===== src/rtl/user_axil_ctrl_regs_if.sv =====
// AXI4-Lite bundle between the shell initiator (master) and the user register block (slave).
// Latency: none, this is only a signal bundle.
// Backpressure: plain valid/ready on all five channels; one transfer per handshake.
interface user_axil_ctrl_regs_if #(
  parameter int ADDR_WIDTH = 32
);
  logic [ADDR_WIDTH-1:0] awaddr;
  logic [2:0]            awprot;
  logic                  awvalid;
  logic                  awready;
  logic [31:0]           wdata;
  logic [3:0]            wstrb;
  logic                  wvalid;
  logic                  wready;
  logic [1:0]            bresp;
  logic                  bvalid;
  logic                  bready;
  logic [ADDR_WIDTH-1:0] araddr;
  logic [2:0]            arprot;
  logic                  arvalid;
  logic                  arready;
  logic [31:0]           rdata;
  logic [1:0]            rresp;
  logic                  rvalid;
  logic                  rready;

  modport master (
    output awaddr, awprot, awvalid, wdata, wstrb, wvalid, bready,
           araddr, arprot, arvalid, rready,
    input  awready, wready, bresp, bvalid, arready, rdata, rresp, rvalid
  );

  modport slave (
    input  awaddr, awprot, awvalid, wdata, wstrb, wvalid, bready,
           araddr, arprot, arvalid, rready,
    output awready, wready, bresp, bvalid, arready, rdata, rresp, rvalid
  );
endinterface


===== src/rtl/user_axil_ctrl_regs.sv =====
// User-partition AXI4-Lite register block: ID/version, scratch, control, HBM thermal status, cycle counter.
// Latency: write response one cycle after AW+W commit; read data one cycle after AR handshake.
// Backpressure: one outstanding transaction per channel; B and R held stable until bready/rready.
// Ports: shell_axi_clk/shell_rstn (async active-low), shell_axil_ctrl (AXI4-Lite slave modport),
//        user_hbm_cattrip/user_hbm_temp_0/user_hbm_temp_1 (thermal inputs), user_ctrl (CONTROL[1:0]).
// CYCLE_INIT sets the counter reset value (0 in normal use).
module user_axil_ctrl_regs #(
  parameter logic [31:0] USER_ID      = 32'h5553_4552,
  parameter logic [31:0] USER_VERSION = 32'h0001_0000,
  parameter int          ADDR_WIDTH   = 32,
  parameter logic [63:0] CYCLE_INIT   = 64'd0
) (
  input  logic                        shell_axi_clk,
  input  logic                        shell_rstn,
  user_axil_ctrl_regs_if.slave        shell_axil_ctrl,
  input  logic                        user_hbm_cattrip,
  input  logic [6:0]                  user_hbm_temp_0,
  input  logic [6:0]                  user_hbm_temp_1,
  output logic [1:0]                  user_ctrl
);

  localparam logic [1:0] RESP_OKAY   = 2'b00;
  localparam logic [1:0] RESP_SLVERR = 2'b10;

  typedef enum logic [1:0] {W_IDLE, W_HAVE_AW, W_HAVE_W, W_RESP} w_state_t;
  typedef enum logic       {R_IDLE, R_DATA} r_state_t;

  w_state_t    w_state, w_next;
  r_state_t    r_state, r_next;
  logic        rst_done;

  logic        aw_rdy, w_rdy, b_vld, ar_rdy, r_vld;
  logic        lat_aw, lat_w, ar_hs;
  logic [5:0]  aw_idx_q;
  logic [31:0] wdata_q;
  logic [3:0]  wstrb_q;

  logic        wr_en;
  logic [5:0]  wr_idx;
  logic [31:0] wr_data;
  logic [3:0]  wr_strb;
  logic [1:0]  bresp_q;

  logic [31:0] scratch;
  logic [1:0]  ctrl;
  logic        sticky;
  logic [6:0]  peak;
  logic [63:0] cycle_cnt;
  logic [31:0] cycle_snap;

  logic [5:0]  ar_idx;
  logic [31:0] rd_data, rdata_q;
  logic [1:0]  rd_resp, rresp_q;
  logic [6:0]  temp_max;

  // Address/prot bits outside [7:2] are deliberately ignored (aliasing is allowed).
  logic unused_bits;
  assign unused_bits = ^{shell_axil_ctrl.awprot, shell_axil_ctrl.arprot,
                         shell_axil_ctrl.awaddr[ADDR_WIDTH-1:8], shell_axil_ctrl.awaddr[1:0],
                         shell_axil_ctrl.araddr[ADDR_WIDTH-1:8], shell_axil_ctrl.araddr[1:0]};

  assign temp_max = (user_hbm_temp_0 > user_hbm_temp_1) ? user_hbm_temp_0 : user_hbm_temp_1;
  assign ar_idx   = shell_axil_ctrl.araddr[7:2];

  // Readies stay low until the first clock edge after reset release.
  always_ff @(posedge shell_axi_clk or negedge shell_rstn) begin
    if (!shell_rstn) rst_done <= 1'b0;
    else             rst_done <= 1'b1;
  end

  // ---------------- write channel FSM ----------------
  always_ff @(posedge shell_axi_clk or negedge shell_rstn) begin
    if (!shell_rstn) begin
      w_state  <= W_IDLE;
      aw_idx_q <= '0;
      wdata_q  <= '0;
      wstrb_q  <= '0;
      bresp_q  <= RESP_OKAY;
    end else begin
      w_state <= w_next;
      if (lat_aw) aw_idx_q <= shell_axil_ctrl.awaddr[7:2];
      if (lat_w) begin
        wdata_q <= shell_axil_ctrl.wdata;
        wstrb_q <= shell_axil_ctrl.wstrb;
      end
      if (wr_en) bresp_q <= (wr_idx > 6'd7) ? RESP_SLVERR : RESP_OKAY;
    end
  end

  always_comb begin
    w_next  = w_state;
    aw_rdy  = 1'b0;
    w_rdy   = 1'b0;
    b_vld   = 1'b0;
    lat_aw  = 1'b0;
    lat_w   = 1'b0;
    wr_en   = 1'b0;
    wr_idx  = aw_idx_q;
    wr_data = wdata_q;
    wr_strb = wstrb_q;
    case (w_state)
      W_IDLE: begin
        aw_rdy = rst_done;
        w_rdy  = rst_done;
        if (shell_axil_ctrl.awvalid && aw_rdy && shell_axil_ctrl.wvalid && w_rdy) begin
          wr_en   = 1'b1;
          wr_idx  = shell_axil_ctrl.awaddr[7:2];
          wr_data = shell_axil_ctrl.wdata;
          wr_strb = shell_axil_ctrl.wstrb;
          w_next  = W_RESP;
        end else if (shell_axil_ctrl.awvalid && aw_rdy) begin
          lat_aw = 1'b1;
          w_next = W_HAVE_AW;
        end else if (shell_axil_ctrl.wvalid && w_rdy) begin
          lat_w  = 1'b1;
          w_next = W_HAVE_W;
        end
      end
      W_HAVE_AW: begin
        w_rdy = 1'b1;
        if (shell_axil_ctrl.wvalid) begin
          wr_en   = 1'b1;
          wr_data = shell_axil_ctrl.wdata;
          wr_strb = shell_axil_ctrl.wstrb;
          w_next  = W_RESP;
        end
      end
      W_HAVE_W: begin
        aw_rdy = 1'b1;
        if (shell_axil_ctrl.awvalid) begin
          wr_en  = 1'b1;
          wr_idx = shell_axil_ctrl.awaddr[7:2];
          w_next = W_RESP;
        end
      end
      W_RESP: begin
        b_vld = 1'b1;
        if (shell_axil_ctrl.bready) w_next = W_IDLE;
      end
      default: w_next = W_IDLE;
    endcase
  end

  assign shell_axil_ctrl.awready = aw_rdy;
  assign shell_axil_ctrl.wready  = w_rdy;
  assign shell_axil_ctrl.bvalid  = b_vld;
  assign shell_axil_ctrl.bresp   = bresp_q;

  // ---------------- register file ----------------
  always_ff @(posedge shell_axi_clk or negedge shell_rstn) begin
    if (!shell_rstn) begin
      scratch   <= '0;
      ctrl      <= '0;
      sticky    <= 1'b0;
      peak      <= '0;
      cycle_cnt <= CYCLE_INIT;
    end else begin
      cycle_cnt <= cycle_cnt + 64'd1;
      if (wr_en && wr_idx == 6'd2) begin
        for (int i = 0; i < 4; i++) begin
          if (wr_strb[i]) scratch[i*8 +: 8] <= wr_data[i*8 +: 8];
        end
      end
      if (wr_en && wr_idx == 6'd3) ctrl <= wr_data[1:0];
      // Live cattrip wins over a same-cycle write-1-to-clear.
      sticky <= user_hbm_cattrip | (sticky & ~(wr_en && wr_idx == 6'd4 && wr_data[1]));
      // Any write to HBM_TEMP restarts the peak from the current temperatures.
      if (wr_en && wr_idx == 6'd5) peak <= temp_max;
      else                         peak <= (peak > temp_max) ? peak : temp_max;
    end
  end

  assign user_ctrl = ctrl;

  // ---------------- read channel ----------------
  always_comb begin
    rd_data = '0;
    rd_resp = RESP_OKAY;
    case (ar_idx)
      6'd0: rd_data = USER_ID;
      6'd1: rd_data = USER_VERSION;
      6'd2: rd_data = scratch;
      6'd3: rd_data = {30'd0, ctrl};
      6'd4: rd_data = {30'd0, sticky, user_hbm_cattrip};
      6'd5: rd_data = {9'd0, peak, 1'b0, user_hbm_temp_1, 1'b0, user_hbm_temp_0};
      6'd6: rd_data = cycle_cnt[31:0];
      6'd7: rd_data = cycle_snap;
      default: rd_resp = RESP_SLVERR;
    endcase
  end

  always_comb begin
    r_next = r_state;
    ar_rdy = 1'b0;
    r_vld  = 1'b0;
    case (r_state)
      R_IDLE: begin
        ar_rdy = rst_done;
        if (shell_axil_ctrl.arvalid && ar_rdy) r_next = R_DATA;
      end
      R_DATA: begin
        r_vld = 1'b1;
        if (shell_axil_ctrl.rready) r_next = R_IDLE;
      end
      default: r_next = R_IDLE;
    endcase
  end

  assign ar_hs = shell_axil_ctrl.arvalid && ar_rdy;

  // Read data is captured at the AR handshake edge, so a same-edge write is not yet visible.
  always_ff @(posedge shell_axi_clk or negedge shell_rstn) begin
    if (!shell_rstn) begin
      r_state    <= R_IDLE;
      rdata_q    <= '0;
      rresp_q    <= RESP_OKAY;
      cycle_snap <= '0;
    end else begin
      r_state <= r_next;
      if (ar_hs) begin
        rdata_q <= rd_data;
        rresp_q <= rd_resp;
        if (ar_idx == 6'd6) cycle_snap <= cycle_cnt[63:32];
      end
    end
  end

  assign shell_axil_ctrl.arready = ar_rdy;
  assign shell_axil_ctrl.rvalid  = r_vld;
  assign shell_axil_ctrl.rdata   = rdata_q;
  assign shell_axil_ctrl.rresp   = rresp_q;

endmodule


===== src/flat_wrapper.sv =====
// flat-port wrapper written by rule: the top's interface ports become plain ports
module user_axil_ctrl_regs_flat 
#(
  parameter logic [31:0] USER_ID      = 32'h5553_4552,
  parameter logic [31:0] USER_VERSION = 32'h0001_0000,
  parameter int          ADDR_WIDTH   = 32,
  parameter logic [63:0] CYCLE_INIT   = 64'd0
)
  (shell_axi_clk, shell_rstn, user_hbm_cattrip, user_hbm_temp_0, user_hbm_temp_1, user_ctrl, shell_axil_ctrl_awaddr, shell_axil_ctrl_awprot, shell_axil_ctrl_awvalid, shell_axil_ctrl_wdata, shell_axil_ctrl_wstrb, shell_axil_ctrl_wvalid, shell_axil_ctrl_bready, shell_axil_ctrl_araddr, shell_axil_ctrl_arprot, shell_axil_ctrl_arvalid, shell_axil_ctrl_rready, shell_axil_ctrl_awready, shell_axil_ctrl_wready, shell_axil_ctrl_bresp, shell_axil_ctrl_bvalid, shell_axil_ctrl_arready, shell_axil_ctrl_rdata, shell_axil_ctrl_rresp, shell_axil_ctrl_rvalid);
  user_axil_ctrl_regs_if #(.ADDR_WIDTH(ADDR_WIDTH)) shell_axil_ctrl_i ();
  input  logic shell_axi_clk;
  input  logic shell_rstn;
  input  logic user_hbm_cattrip;
  input  logic [6:0] user_hbm_temp_0;
  input  logic [6:0] user_hbm_temp_1;
  output logic [1:0] user_ctrl;
  input wire logic [$bits(shell_axil_ctrl_i.awaddr)-1:0] shell_axil_ctrl_awaddr;
  input wire logic [$bits(shell_axil_ctrl_i.awprot)-1:0] shell_axil_ctrl_awprot;
  input wire logic [$bits(shell_axil_ctrl_i.awvalid)-1:0] shell_axil_ctrl_awvalid;
  input wire logic [$bits(shell_axil_ctrl_i.wdata)-1:0] shell_axil_ctrl_wdata;
  input wire logic [$bits(shell_axil_ctrl_i.wstrb)-1:0] shell_axil_ctrl_wstrb;
  input wire logic [$bits(shell_axil_ctrl_i.wvalid)-1:0] shell_axil_ctrl_wvalid;
  input wire logic [$bits(shell_axil_ctrl_i.bready)-1:0] shell_axil_ctrl_bready;
  input wire logic [$bits(shell_axil_ctrl_i.araddr)-1:0] shell_axil_ctrl_araddr;
  input wire logic [$bits(shell_axil_ctrl_i.arprot)-1:0] shell_axil_ctrl_arprot;
  input wire logic [$bits(shell_axil_ctrl_i.arvalid)-1:0] shell_axil_ctrl_arvalid;
  input wire logic [$bits(shell_axil_ctrl_i.rready)-1:0] shell_axil_ctrl_rready;
  output wire logic [$bits(shell_axil_ctrl_i.awready)-1:0] shell_axil_ctrl_awready;
  output wire logic [$bits(shell_axil_ctrl_i.wready)-1:0] shell_axil_ctrl_wready;
  output wire logic [$bits(shell_axil_ctrl_i.bresp)-1:0] shell_axil_ctrl_bresp;
  output wire logic [$bits(shell_axil_ctrl_i.bvalid)-1:0] shell_axil_ctrl_bvalid;
  output wire logic [$bits(shell_axil_ctrl_i.arready)-1:0] shell_axil_ctrl_arready;
  output wire logic [$bits(shell_axil_ctrl_i.rdata)-1:0] shell_axil_ctrl_rdata;
  output wire logic [$bits(shell_axil_ctrl_i.rresp)-1:0] shell_axil_ctrl_rresp;
  output wire logic [$bits(shell_axil_ctrl_i.rvalid)-1:0] shell_axil_ctrl_rvalid;
  assign shell_axil_ctrl_i.awaddr = shell_axil_ctrl_awaddr;
  assign shell_axil_ctrl_i.awprot = shell_axil_ctrl_awprot;
  assign shell_axil_ctrl_i.awvalid = shell_axil_ctrl_awvalid;
  assign shell_axil_ctrl_i.wdata = shell_axil_ctrl_wdata;
  assign shell_axil_ctrl_i.wstrb = shell_axil_ctrl_wstrb;
  assign shell_axil_ctrl_i.wvalid = shell_axil_ctrl_wvalid;
  assign shell_axil_ctrl_i.bready = shell_axil_ctrl_bready;
  assign shell_axil_ctrl_i.araddr = shell_axil_ctrl_araddr;
  assign shell_axil_ctrl_i.arprot = shell_axil_ctrl_arprot;
  assign shell_axil_ctrl_i.arvalid = shell_axil_ctrl_arvalid;
  assign shell_axil_ctrl_i.rready = shell_axil_ctrl_rready;
  assign shell_axil_ctrl_awready = shell_axil_ctrl_i.awready;
  assign shell_axil_ctrl_wready = shell_axil_ctrl_i.wready;
  assign shell_axil_ctrl_bresp = shell_axil_ctrl_i.bresp;
  assign shell_axil_ctrl_bvalid = shell_axil_ctrl_i.bvalid;
  assign shell_axil_ctrl_arready = shell_axil_ctrl_i.arready;
  assign shell_axil_ctrl_rdata = shell_axil_ctrl_i.rdata;
  assign shell_axil_ctrl_rresp = shell_axil_ctrl_i.rresp;
  assign shell_axil_ctrl_rvalid = shell_axil_ctrl_i.rvalid;
  user_axil_ctrl_regs #(.USER_ID(USER_ID), .USER_VERSION(USER_VERSION), .ADDR_WIDTH(ADDR_WIDTH), .CYCLE_INIT(CYCLE_INIT)) u_core (.shell_axi_clk(shell_axi_clk), .shell_rstn(shell_rstn), .shell_axil_ctrl(shell_axil_ctrl_i), .user_hbm_cattrip(user_hbm_cattrip), .user_hbm_temp_0(user_hbm_temp_0), .user_hbm_temp_1(user_hbm_temp_1), .user_ctrl(user_ctrl));
endmodule

===== config.mk =====
export PLATFORM = sky130hd
export DESIGN_NAME = user_axil_ctrl_regs_flat
export DESIGN_NICKNAME = d
export VERILOG_FILES = /design/src/rtl/user_axil_ctrl_regs_if.sv /design/src/rtl/user_axil_ctrl_regs.sv /design/src/flat_wrapper.sv
export SDC_FILE = /design/constraint.sdc
export NUM_CORES = 1
export LEC_CHECK = 0
export CAP_MARGIN = 10
export CORE_AREA = 2 2 156 174
export DETAILED_ROUTE_END_ITERATION = 8
export DIE_AREA = 0 0 158 176
export RECOVER_POWER = 50
export SKIP_LAST_GASP = 1
export SLEW_MARGIN = 20
export SYNTH_ARGS = -nofsm -noshare
export SYNTH_HDL_FRONTEND = slang
export SYNTH_SLANG_ARGS = --single-unit

===== constraint.sdc =====
create_clock -name shell_axi_clk -period 2.7 [get_ports shell_axi_clk]
set_clock_uncertainty 0.15 [all_clocks]
set_input_delay 0.405 -clock shell_axi_clk [delete_from_list [all_inputs] [get_ports shell_axi_clk]]
set_output_delay 0.405 -clock shell_axi_clk [all_outputs]
set_load 0.01 [all_outputs]

# Word level (Yosys, flattened, before mapping)
# Cells that the tools add are included.
[word_totals]
regBits = 220
wordCells = 106
[classes]
n_addsub = 1
n_eq_ne = 19
mux = 41
bitwise_logic = 4
reduce_logical = 20
order_cmp = 3
[ops]
columns = ["cell", "count"]
rows = [
  ["32-bit case mux with 8 select lines", 1],
  ["64-bit by 1-bit adder with 64-bit output, second input constant", 1],
  ["32-bit two-way mux", 2],
  ["32-bit case mux with 2 select lines", 1],
  ["6-bit by 3-bit == test with 1-bit output, second input constant", 6],
  ["6-bit by 2-bit == test with 1-bit output, second input constant", 4],
  ["7-bit two-way mux", 3],
  ["2-bit two-way mux", 8],
  ["1-bit two-way mux", 15],
  ["7-bit greater-than comparator", 2],
  ["6-bit two-way mux", 2],
  ["6-bit case mux with 2 select lines", 1],
  ["1-bit logical AND", 11],
  ["2-bit AND reduction", 5],
  ["4-bit two-way mux", 2],
  ["2-bit case mux with 4 select lines", 1],
  ["4-bit case mux with 2 select lines", 1],
  ["8-bit OR reduction", 1],
  ["6-bit by 1-bit == test with 1-bit output, second input constant", 1],
  ["6-bit by 3-bit greater-than comparator with 1-bit output, second input constant", 1],
  ["6-bit zero test", 1],
  ["2-bit != test, second input constant", 3],
  ["1-bit case mux with 2 select lines", 3],
  ["2-bit == test, second input constant", 2],
  ["other kinds (9)", 10],
]

# Longest topological paths before layout
# Gate-level depths: netlist (run 1).
[depth]
ltp_word = 11
ltp_mapped = 14
depth_no_buf = 13

# Worst setup path before layout (run 1)
# No wires, ideal clock.
[synth_path]
path_type = "input -> register"
startpoint = "input user_hbm_temp_1[4]"
endpoint = "register u_core.peak[0]"
n_path_buf = 1
setup_ns = 0.128
required_time_ns = 2.422
arrival_ns = 3.167
stages = 14
path_slack_ns = -0.745
path_cell_list = "inv_1 > ha_1 > a21o_1 > a21oi_1 > nor2b_1 > o31ai_2 > mux2i_1 > ha_1 > a21o_1 > a21o_1 > a21oi_1 > a211o_1 > buf_2 > mux2_1"
[synth_via]
elab_chain_cells = 4
[synth_lines]
columns = ["item", "line", "source"]
rows = [
  ["from (decl)", "flat_wrapper.sv:15", "input logic [6:0] user_hbm_temp_1;"],
  ["7-bit greater-than comparator", "user_axil_ctrl_regs.sv:62", "assign temp_max = (user_hbm_temp_0 > user_hbm_temp_1) ? user_hbm_temp_0 : user_hbm_temp_1;"],
  ["7-bit two-way mux (*)", "user_axil_ctrl_regs.sv:62", ""],
  ["7-bit greater-than comparator or 7-bit two-way mux (tied branches)", "user_axil_ctrl_regs.sv:169", "else peak <= (peak > temp_max) ? peak : temp_max;"],
  ["2-bit by 1-bit != test with 1-bit output (no line) or 7-bit two-way mux (tied branches)", "-", ""],
  ["to (signal assigned)", "user_axil_ctrl_regs.sv:168", "if (wr_en && wr_idx == 6'd5) peak <= temp_max;"],
  ["to (signal assigned)", "user_axil_ctrl_regs.sv:169", ""],
  ["to (decl)", "user_axil_ctrl_regs.sv:47", "logic [6:0] peak;"],
]
# Mark *: on every way between the ends. The rest lies on a longest branch, timed or not. The select of a mux whose other input is x is not followed.
# A chain may end at the register's enable or synchronous reset.

# Worst setup path after layout (run 1)
[layout_path]
startpoint = "input user_hbm_temp_1[1]"
endpoint = "register u_core.peak[0]"
# Same word-level chain as after synthesis.

==> results of run 1 <==
registers in the layout, indices dropped and copies added (netlist names), 4 cells and up:
| signal | cells |
|---|---|
| u_core.cycle_cnt | 64 |
| u_core.aw_idx_q | 6 |
| u_core.scratch | 32 |
| u_core.shell_axil_ctrl.rdata | 32 |
| u_core.wstrb_q | 4 |
| u_core.peak | 7 |
| u_core.cycle_snap | 32 |
| u_core.wdata_q | 32 |
layout by cell type, fill, tap and decap left out, types with 11 or more instances in the layout:
| master | Yosys | layout |
|---|---|---|
| xor2_1 | 14 | 14 |
| a222oi_1 | 19 | 19 |
| mux2_2 | 77 | 76 |
| o21ai_0 | 19 | 17 |
| a22o_1 | 14 | 11 |
| a21oi_1 | 67 | 65 |
| nand2_1 | 74 | 74 |
| clkbuf_16 | 0 | 26 |
| xnor2_1 | 48 | 48 |
| clkdlybuf4s50_1 | 0 | 95 |
| nor2_1 | 22 | 22 |
| buf_4 | 3 | 72 |
| nand4_1 | 15 | 15 |
| a22oi_1 | 39 | 39 |
| mux2i_1 | 17 | 12 |
| dfrtp_1 | 218 | 218 |
| a31oi_1 | 33 | 33 |
| nand3_1 | 34 | 33 |
| a21o_1 | 19 | 19 |
| and3_1 | 16 | 16 |
| inv_1 | 30 | 25 |
final cells by class:
class | count | area (µm²)
tap | 352 | 440
inverter | 30 | 128
fill | 2344 | 12500
multi-input combinational | 616 | 4750
clock buffer | 32 | 692
timing repair buffer | 200 | 1840
sequential | 218 | 5460
clock inverter | 12 | 118
power groups by stage:
stage / combinational (mW) / clock (mW) / sequential [mW]
final: 2.70 / 3.31 / 4.34
after CTS: 2.63 / 3.40 / 4.33
after global placement: 2.52 / 0 / 4.36
after floorplan: 1.73 / 0 / 4.21
after global routing: 3.02 / 3.53 / 4.41
after detailed placement: 2.56 / 0 / 4.38
metrics by stage:
step	hold slack (ps)	area (µm²)	setup WS, ps
after floorplan	-40.6	10400	-435
after global placement	303	12400	-1050
after detailed placement	304	12400	-1090
after CTS	217	13300	-29.9
after global routing	213	13400	-192
final	203	13400	-100
repair_timing:
action | in CTS | in global routing
setup buffers | 3 | 4
gates resized for setup | 60 | 40
endpoints found under the setup margin | 7 | 41
pin swaps | 16 | 16
endpoints found under the hold margin | 75 | 0
hold buffers | 1 | 0
cloned | 0 | 1
cell families (layout without fill, tap and decap cells):
family / after synthesis / count (layout) / share of synthesized area
other: 2 / 3 / 0.000730
AOI/OAI and AO/OA: 230 / 230 / 0.151
adders and majority gates: 19 / 19 / 0.0231
muxes: 98 / 98 / 0.105
buffers and inverters: 82 / 274 / 0.0326
and+or+nand+nor: 204 / 204 / 0.104
xor gates and xnor gates: 62 / 62 / 0.0528
DFF: 218 / 218 / 0.530
worst max-delay path: stages:
cell and delay [ps]:
buf_8 100, inv_4 50, ha_4 190, nor2b_4 130, o21ai_4 170, a21oi_4 90, o31ai_4 290, buf_6 210
mux2i_4 280, ha_4 240, nand4_1 100, buf_4 130, o22ai_2 70, a211o_1 290, mux2_4 310
routing by layer:
metal | track usage | vias up
met5 | 0 | -
met4 | 0.0428 | 0
met3 | 0.0417 | 33
met2 | 0.293 | 228
met1 | 0.288 | 3784
li1 | - | 3703
path summary, 6_finish.rpt:
kind                                                               from                                           end  slack, ps  cells after the start
min in group asynchronous                                    shell_rstn             u_core.cycle_snap[29]$_DFFE_PN0P_        810                      2
hold reg to reg            u_core.shell_axil_ctrl.rdata[22]$_DFFE_PN0P_  u_core.shell_axil_ctrl.rdata[22]$_DFFE_PN0P_        320                      2
setup / recovery                                     user_hbm_temp_1[1]                    u_core.peak[0]$_DFFE_PN0P_       -100                     15
setup reg to reg                          u_core.w_state[1]$_DFFE_PN0P_                    u_core.peak[0]$_DFFE_PN0P_        110                      9
max in group asynchronous                                    shell_rstn                 u_core.wdata_q[3]$_DFFE_PN0P_        270                      3
hold / removal                                       user_hbm_temp_1[1]                    u_core.peak[1]$_DFFE_PN0P_        200                      4
==> metrics.txt, run 1 <==
status complete, but fails checks; violated checks max-capacitance violations, max-slew violations, negative setup slack; Die Y 176 µm; Final Hold Viols 0; final setup fails 7; sw frac 0.297; Synth Cell Area 0.0103 mm²; WL final 27.0 mm; CTS max path bufs 3; Post-synth top flop dfrtp_1; crit path DAT 3040 ps; Comb pwr share 0.261; Worst setup SP type input pin; total gr overflow 0; clk sink count 218; largest cells by area after synthesis dfrtp_1 (53%), mux2_2 (8.4%), xnor2_1 (4.1%); pin count of the biggest net entering global routing 83; met1 wire length 12.7 mm; number of flops mapped to enable cells by yosys 0; vias per cell 5.31; Initial Utilization 0.397; fin util 0.518; Port Buffers 110; I/O pin total 171; antenna violations before repair 1; vias in the first global route 7743; P_int 7.28 mW; GR Util All Layers 0.194; DR WL met3 1.94 mm; DP HPWL 19.3 mm; leakage power 6.09 nW; Async SR Flop Fraction 1.00; drt pass-1 iters 7; NetSw 3.08 mW; list of most frequent post-synthesis cells dfrtp_1 (218), mux2_2 (77), nand2_1 (74); power density cells 772 mW/mm²; Slew Viols, Final 82; Routed Antenna Nets 0; Ys Warns 0; Max Cap Viol 1; number of buffers created by CTS 24; hold crit path type in2reg; placed cell count 1408; Setup crit end kind flip-flop; Reg clk slew, reported paths 60 ps; clk root buf clkbuf_16; Die X 158 µm; FMAX 357 MHz; Tot Pwr 10.4 mW; headroom to the max-slew limit -0.254; WP data required 2940 ps; CP max FO 5; RSZ-0062 raised after global routing yes; Site Rows 62; final worst slack -100 ps; wire per inst 18.5 µm; met2 WL post-DR 11.9 mm; final critical-path required period 2800 ps; #FFs+latches synth 218; Netlist cell types 54; setup_tns -467 ps; fraction of layout cells with a size suffix above 1 0.242; area delta synth->final 30.5%; Worst-Skew Late Latency 510 ps; Syn Inst Count 915; Avg Inst Size Synth 11.2 µm²; DR top layer met4; WS Path Type in2reg; ANT cells 0; Seq/Total Area, Yosys 0.530; Core Footprint 0.0259 mm²; htree depth 1; post-synth top area cell dfrtp_1; Die Footprint 0.0278 mm²; slew at the pin with the worst max-slew slack 1880 ps; worst vdd ir 563 µV; Final Non-Filler Cells 1460; share of the synthesized area in the top cell type 0.530; first-pass GRT wire length 42.8 mm; dominant cell by count in the synthesized netlist dfrtp_1; period utilization 1.04; via count 7748; Final nets 1237; DRC errors left 0; CTS tree yes; RD Place Congestion 0.873; Flop pwr share 0.419; drt initial violations 673; Clk pwr share 0.320
Power figures use the tool's default switching activity.
==> inputs of run 2 (changes only) <==
- CTS_BUF_LIST: not set -> sky130_fd_sc_hd__clkbuf_4
- PLACE_DENSITY: not set -> 0.73
==> run 2 against run 1 <==
  * The run now ends clean
  * Design area shrank 1.6%
  * Highest routed layer is now met5
  * Count of clock-buffer cells in the layout up 41
  * Non-clock buffer count increased by 1
  * Hold slack got worse by 93 ps
  * Maximum frequency is 4.0% higher
  * Critical path depth did not move
  * Power fell by 6.0%
  * Sequential power about the same
  * Setup slack improved by 110 ps
  * Die area stayed put
  * Largest power group unchanged
==> metrics.txt, run 2 (synthesis results as in run 1) <==
I/O pin total 171 (unchanged); crit path DAT 3060 ps (+20 ps); period utilization 0.997 (-0.0397); most frequent cells in the layout dfrtp_1 (217), clkdlybuf4s50_1 (93), buf_4 (77); htree depth 2 (+1); Final Hold Viols 0 (unchanged); Flop pwr share 0.447 (+0.028); Comb pwr share 0.284 (+0.023); WS Path Type in2reg; dpl cell area 0.0124 mm² (-0.33%); setup_tns 0 ps (+467 ps); wire per inst 17.6 µm (-4.8%); RD Place Congestion 0.857 (-1.8%); WL final 26.7 mm (-1.1%); total gr overflow 0 (unchanged); most common cell after layout, fill and taps aside dfrtp_1; vias in the first global route 8055 (+4.0%); finished layout cell area 0.0132 mm² (-1.6%); RSZ-0062 raised after global routing yes; GR Util All Layers 0.193 (-0.00119); Final nets 1270 (+2.7%); Die X 158 µm (unchanged); power density cells 737 mW/mm² (-4.5%); FF+latch area 0.00546 mm² (about the same); drt pass-1 iters 6 (-1); sw frac 0.322 (+0.0252); P_int 6.59 mW (-9.4%); leakage power 6.07 nW (-0.34%); Reg clk slew, reported paths 60 ps (about the same); Clk pwr share 0.269 (-0.051); Initial Utilization 0.397 (unchanged); FMAX 371 MHz (+4.0%); NetSw 3.14 mW (+1.9%); Max Cap Viol 0 (-1); vias per cell 5.33 (+0.41%); clk sink count 218 (unchanged); hold crit path type in2reg; Die Footprint 0.0278 mm² (unchanged); largest register by flop count u_core.cycle_cnt; Die Y 176 µm (unchanged); CTS tree yes; final critical-path required period 2690 ps (-107 ps); Site Rows 62 (unchanged); WP data required 3060 ps (+120 ps); max reg flops 64 (unchanged); drt initial violations 664 (-1.3%); final setup fails 0 (-7); status completed; Worst setup SP type input pin; worst vdd ir 588 µV (+4.5%); headroom to the max-slew limit 0.0849 (+0.339); via count 8078 (+4.3%); Tot Pwr 9.73 mW (-6.0%); number of buffers created by CTS 56 (+130%); clk root buf clkbuf_4; Slew Viols, Final 0 (-100%); pin count of the biggest net entering global routing 61 (-27%); antenna violations before repair 3 (+2); first-pass GRT wire length 42.4 mm (-0.76%); CP max FO 3 (-2); area delta synth->final 28.4%; Setup crit end kind flip-flop; slew at the pin with the worst max-slew slack 1370 ps (-509 ps); Routed Antenna Nets 0 (unchanged); CTS max path bufs 3 (unchanged); multi-input logic area 0.00474 mm² (-0.18%); fraction of layout cells with a size suffix above 1 0.261 (+0.0189); DP HPWL 19.0 mm (-1.4%); Core Footprint 0.0259 mm² (unchanged); FILL cells 2369 (+1.1%); Worst-Skew Late Latency 690 ps (+180 ps); Port Buffers 110 (unchanged); DRC errors left 0 (unchanged)
-- run 2: cell count changes in the layout (fill, tap and decap cells not counted), moves of 4 or more --
cell / before / now
clkbuf_4: 3 / 75
clkbuf_16: 26 / 0
clkinv_1: 0 / 17
buf_2: 8 / 1
buf_4: 72 / 77
clkbuf_2: 5 / 10
buf_12: 7 / 3
clkbuf_8: 4 / 0
-- run 2: power groups by stage --
stage	clock network (mW)	registers [mW]	logic, mW
2_1_floorplan	0	4.21	1.73
3_3_place_gp	0	4.35	2.54
3_5_place_dp	0	4.38	2.59
4_1_cts	2.69	4.33	2.64
5_1_grt	2.87	4.41	3.04
6_report	2.62	4.35	2.76
-- run 2: final timing paths --
kind | from | to | slack (ps) | cells after the start
max | user_hbm_temp_0[3] | u_core.peak[4]$_DFFE_PN0P_ | 7 | 15
min | user_hbm_temp_0[4] | u_core.shell_axil_ctrl.rdata[4]$_DFFE_PN0P_ | 110 | 4
max reg2reg | u_core.w_state[1]$_DFFE_PN0P_ | u_core.peak[4]$_DFFE_PN0P_ | 100 | 10
min reg2reg | u_core.shell_axil_ctrl.rdata[23]$_DFFE_PN0P_ | u_core.shell_axil_ctrl.rdata[23]$_DFFE_PN0P_ | 330 | 2
max in group asynchronous | shell_rstn | u_core.shell_axil_ctrl.rdata[16]$_DFFE_PN0P_ | 410 | 3
min in group asynchronous | shell_rstn | u_core.cycle_cnt[13]$_DFF_PN0_ | 430 | 2
-- run 2: per-stage QoR --
stage          utilization  std cells  hold WS [ps]  worst slack (ps)
2_1_floorplan            -        916         -40.6              -435
3_3_place_gp         0.477       1406           255             -1050
3_5_place_dp         0.477       1406           255             -1060
4_1_cts              0.507       1507          84.6              6.56
5_1_grt              0.510       1516           101             -47.5
6_report             0.510       1516           110              7.02
-- run 2: cell type report --
class,count,area share
tap,352,0.0333
antenna,2,0.000379
sequential,218,0.413
inverter,30,0.00966
timing repair buffer,201,0.135
clock inverter,24,0.00758
clock buffer,73,0.0415
multi-input combinational,616,0.359
-- run 2: repair_timing --
item | 4_1_cts | 5_1_grt
setup endpoints to repair | 10 | 41
buffers inserted | 3 | 7
hold buffers | 1 | 0
gates resized for setup | 39 | 42
endpoints found under the hold margin | 214 | 0
pin swaps | 6 | 18
cloned | 0 | 1
-- run 2: worst max-delay path, stage by stage --
cell and delay (ps):
clkdlybuf4s15_1 200, ha_1 290, nand4_1 120, buf_4 140, a21oi_4 40, o31ai_4 310, buf_6 170, mux2i_4 260
ha_4 160, nand4_1 130, o21ai_1 200, a21oi_2 40, a211o_1 320, buf_6 150, mux2i_1 110
-- run 2: routing by layer --
metal | vias to the layer above | global-route usage | wire [µm]
met3 | 50 | 0.0604 | 2400
met4 | 2 | 0.0687 | 784
li1 | 3804 | - | -
met5 | - | 0 | 15
met2 | 282 | 0.289 | 11800
met1 | 3940 | 0.266 | 11700
==> inputs of run 3 (changes only) <==
- SETUP_SLACK_MARGIN: not set -> 0.1
==> run 3 against run 2 <==
  * The run now ends with negative setup slack left
  * Die area unchanged
  * Count of clock-buffer cells in the layout stayed put
  * Flip-flop and latch count is the same
  * Largest power group unchanged
  * Critical endpoint unchanged
  * Non-clock buffer count rose by 3
  * Setup slack got worse by 23 ps
==> metrics.txt, run 3 (synthesis results as in run 1) <==
DRC errors left 0 (unchanged); Worst setup SP type input pin; Die Footprint 0.0278 mm² (unchanged); Final nets 1273 (+0.24%); most common cell after layout, fill and taps aside dfrtp_1; final worst slack -16.4 ps (-23.4 ps); GR Util All Layers 0.194 (+0.000526); met2 usage 0.290 (+0.00145); R2R Path Start u_core.w_state[1]$_DFFE_PN0P_; max reg flops 64 (unchanged); clk sink count 218 (unchanged); M1 GR Usage 0.266 (+0.000643); WP data required 3070 ps (about the same); antenna violations before repair 4 (+1); RSZ-0062 raised after global routing yes; RD Place Congestion 0.857 (unchanged); hold crit path type in2reg; hold depth 4 (unchanged); Setup crit end kind flip-flop; fraction of layout cells with a size suffix above 1 0.263 (+0.00190); crit path DAT 3080 ps (+20 ps); leakage power 6.10 nW (+0.50%); Routed Antenna Nets 0 (unchanged); worst vdd ir 588 µV (about the same); wire per inst 17.7 µm (+0.61%); WS Path Type in2reg; CTS tree yes; worst r2r dst u_core.peak[4]$_DFFE_PN0P_; hold_sp user_hbm_temp_0[4]; final setup fails 2 (+2); final critical-path required period 2720 ps (+23.4 ps); vias in the first global route 8070 (+0.19%); number of buffers created by CTS 56 (unchanged); Initial Utilization 0.397 (unchanged); Slew Viols, Final 0 (unchanged); slew at the pin with the worst max-slew slack 1340 ps (-35.8 ps); status complete, but fails checks; Core Footprint 0.0259 mm² (unchanged); Hold WS 109 ps (-0.876 ps); headroom to the max-slew limit 0.109 (+0.0239); dpl cell area 0.0124 mm² (unchanged); Final Non-Filler Cells 1519 (+0.20%); htree depth 2 (unchanged); most frequent cells in the layout dfrtp_1 (218), clkdlybuf4s50_1 (93), clkbuf_4 (77); Die Y 176 µm (unchanged); Final Hold Viols 0 (unchanged); power density cells 732 mW/mm² (-0.66%); CP max FO 3 (unchanged); Max Cap Viol 0 (unchanged); via count 8122 (+0.54%); area delta synth->final 29.2%; Site Rows 62 (unchanged); WL final 26.9 mm (+0.81%); flop2flop setup slack 140 ps (+40 ps); Worst-Skew Late Latency 700 ps (about the same); Die X 158 µm (unchanged); DP HPWL 19.0 mm (unchanged); vias per cell 5.35 (+0.35%); clk root buf clkbuf_4; largest register by flop count u_core.cycle_cnt; drt initial violations 782 (+18%); Reg clk slew, reported paths 60 ps (about the same); CTS max path bufs 3 (unchanged); GRT met3 Usage 0.0599 (-0.000491); Hold Crit Endpoint u_core.shell_axil_ctrl.rdata[4]$_DFFE_PN0P_; FILL cells 2359 (-0.42%); Worst R2R Path Depth 10 (unchanged); finished layout cell area 0.0133 mm² (+0.57%); Port Buffers 110 (unchanged); drt pass-1 iters 6 (unchanged); period utilization 1.01 (+0.00866); placed cell count 1406 (unchanged); FMAX 368 MHz (-0.86%); I/O pin total 171 (unchanged); total gr overflow 0 (unchanged); first-pass GRT wire length 42.6 mm (+0.29%); pin count of the biggest net entering global routing 61 (unchanged); Top Usage Layer GRT met2; violated checks negative setup slack
run 3: what timing repair did:
action                                  in CTS  in global routing
resized for setup                           59                 32
hold buffers                                 1                  0
setup buffers                                5                  7
pin swaps                                    9                 20
endpoints found under the hold margin      214                  0
gates cloned                                 0                  2
endpoints found under the setup margin      40                 45
run 3: worst max-delay path, stage by stage:
cell             delay [ps]
clkdlybuf4s15_1         200
inv_2                    50
ha_4                    260
nand4_1                 140
buf_4                   180
a21oi_4                 150
o31ai_4                 110
buf_6                   150
mux2i_4                 180
ha_1                    290
nand4_1                 130
o21ai_1                 200
a21oi_2                  40
a211o_1                 320
buf_6                   150
mux2i_1                 110
run 3: how the worst max path moves through the flow:
stage / startpoint / to / slack, ps / cells after the start
after floorplan: user_hbm_temp_1[4] / u_core.peak[0]$_DFFE_PN0P_ / -440 / 14
after global placement: user_hbm_temp_1[4] / u_core.peak[0]$_DFFE_PN0P_ / -1050 / 16
after detailed placement: user_hbm_temp_1[4] / u_core.peak[0]$_DFFE_PN0P_ / -1060 / 16
after CTS: user_hbm_temp_0[6] / u_core.peak[3]$_DFFE_PN0P_ / 100 / 14
after global routing: user_hbm_temp_1[4] / u_core.peak[1]$_DFFE_PN0P_ / -60 / 16
final: user_hbm_temp_1[6] / u_core.peak[4]$_DFFE_PN0P_ / -20 / 16
run 3: layout make-up:
| cell class | count | area, µm² | area share |
|---|---|---|---|
| antenna | 2 | 5.00 | 0.000377 |
| inverter | 30 | 128 | 0.00961 |
| tap | 352 | 440 | 0.0332 |
| sequential | 218 | 5460 | 0.411 |
| multi-input combinational | 616 | 4740 | 0.357 |
| clock buffer | 73 | 548 | 0.0413 |
| clock inverter | 24 | 100 | 0.00754 |
| timing repair buffer | 204 | 1870 | 0.141 |
run 3: per-stage QoR:
| stage | total power, mW | util | setup TNS [ps] | setup slack (ps) |
|---|---|---|---|---|
| CTS | 9.67 | 0.507 | 0 | 101 |
| detailed placement | 6.97 | 0.477 | -10720 | -1060 |
| finish | 9.72 | 0.513 | -22.6 | -16.4 |
| global placement | 6.89 | 0.477 | -9940 | -1050 |
| floorplan | 5.94 | - | -2010 | -435 |
| global route | 10.3 | 0.513 | -289 | -63.7 |
run 3: metal layers:
layer / part of all wire / wire (µm) / vias up
met4: 0.029 / 772 / 2
met2: 0.45 / 12000 / 293
met5: 0.00056 / 15 / -
li1: - / - / 3803
met1: 0.43 / 11600 / 3970
met3: 0.092 / 2470 / 54
run 3: where the power goes:
| part | internal, mW | total, mW | switching, mW |
|---|---|---|---|
| registers | 3.89 | 4.34 | 0.445 |
| clock network | 1.26 | 2.62 | 1.35 |
| logic | 1.43 | 2.77 | 1.34 |
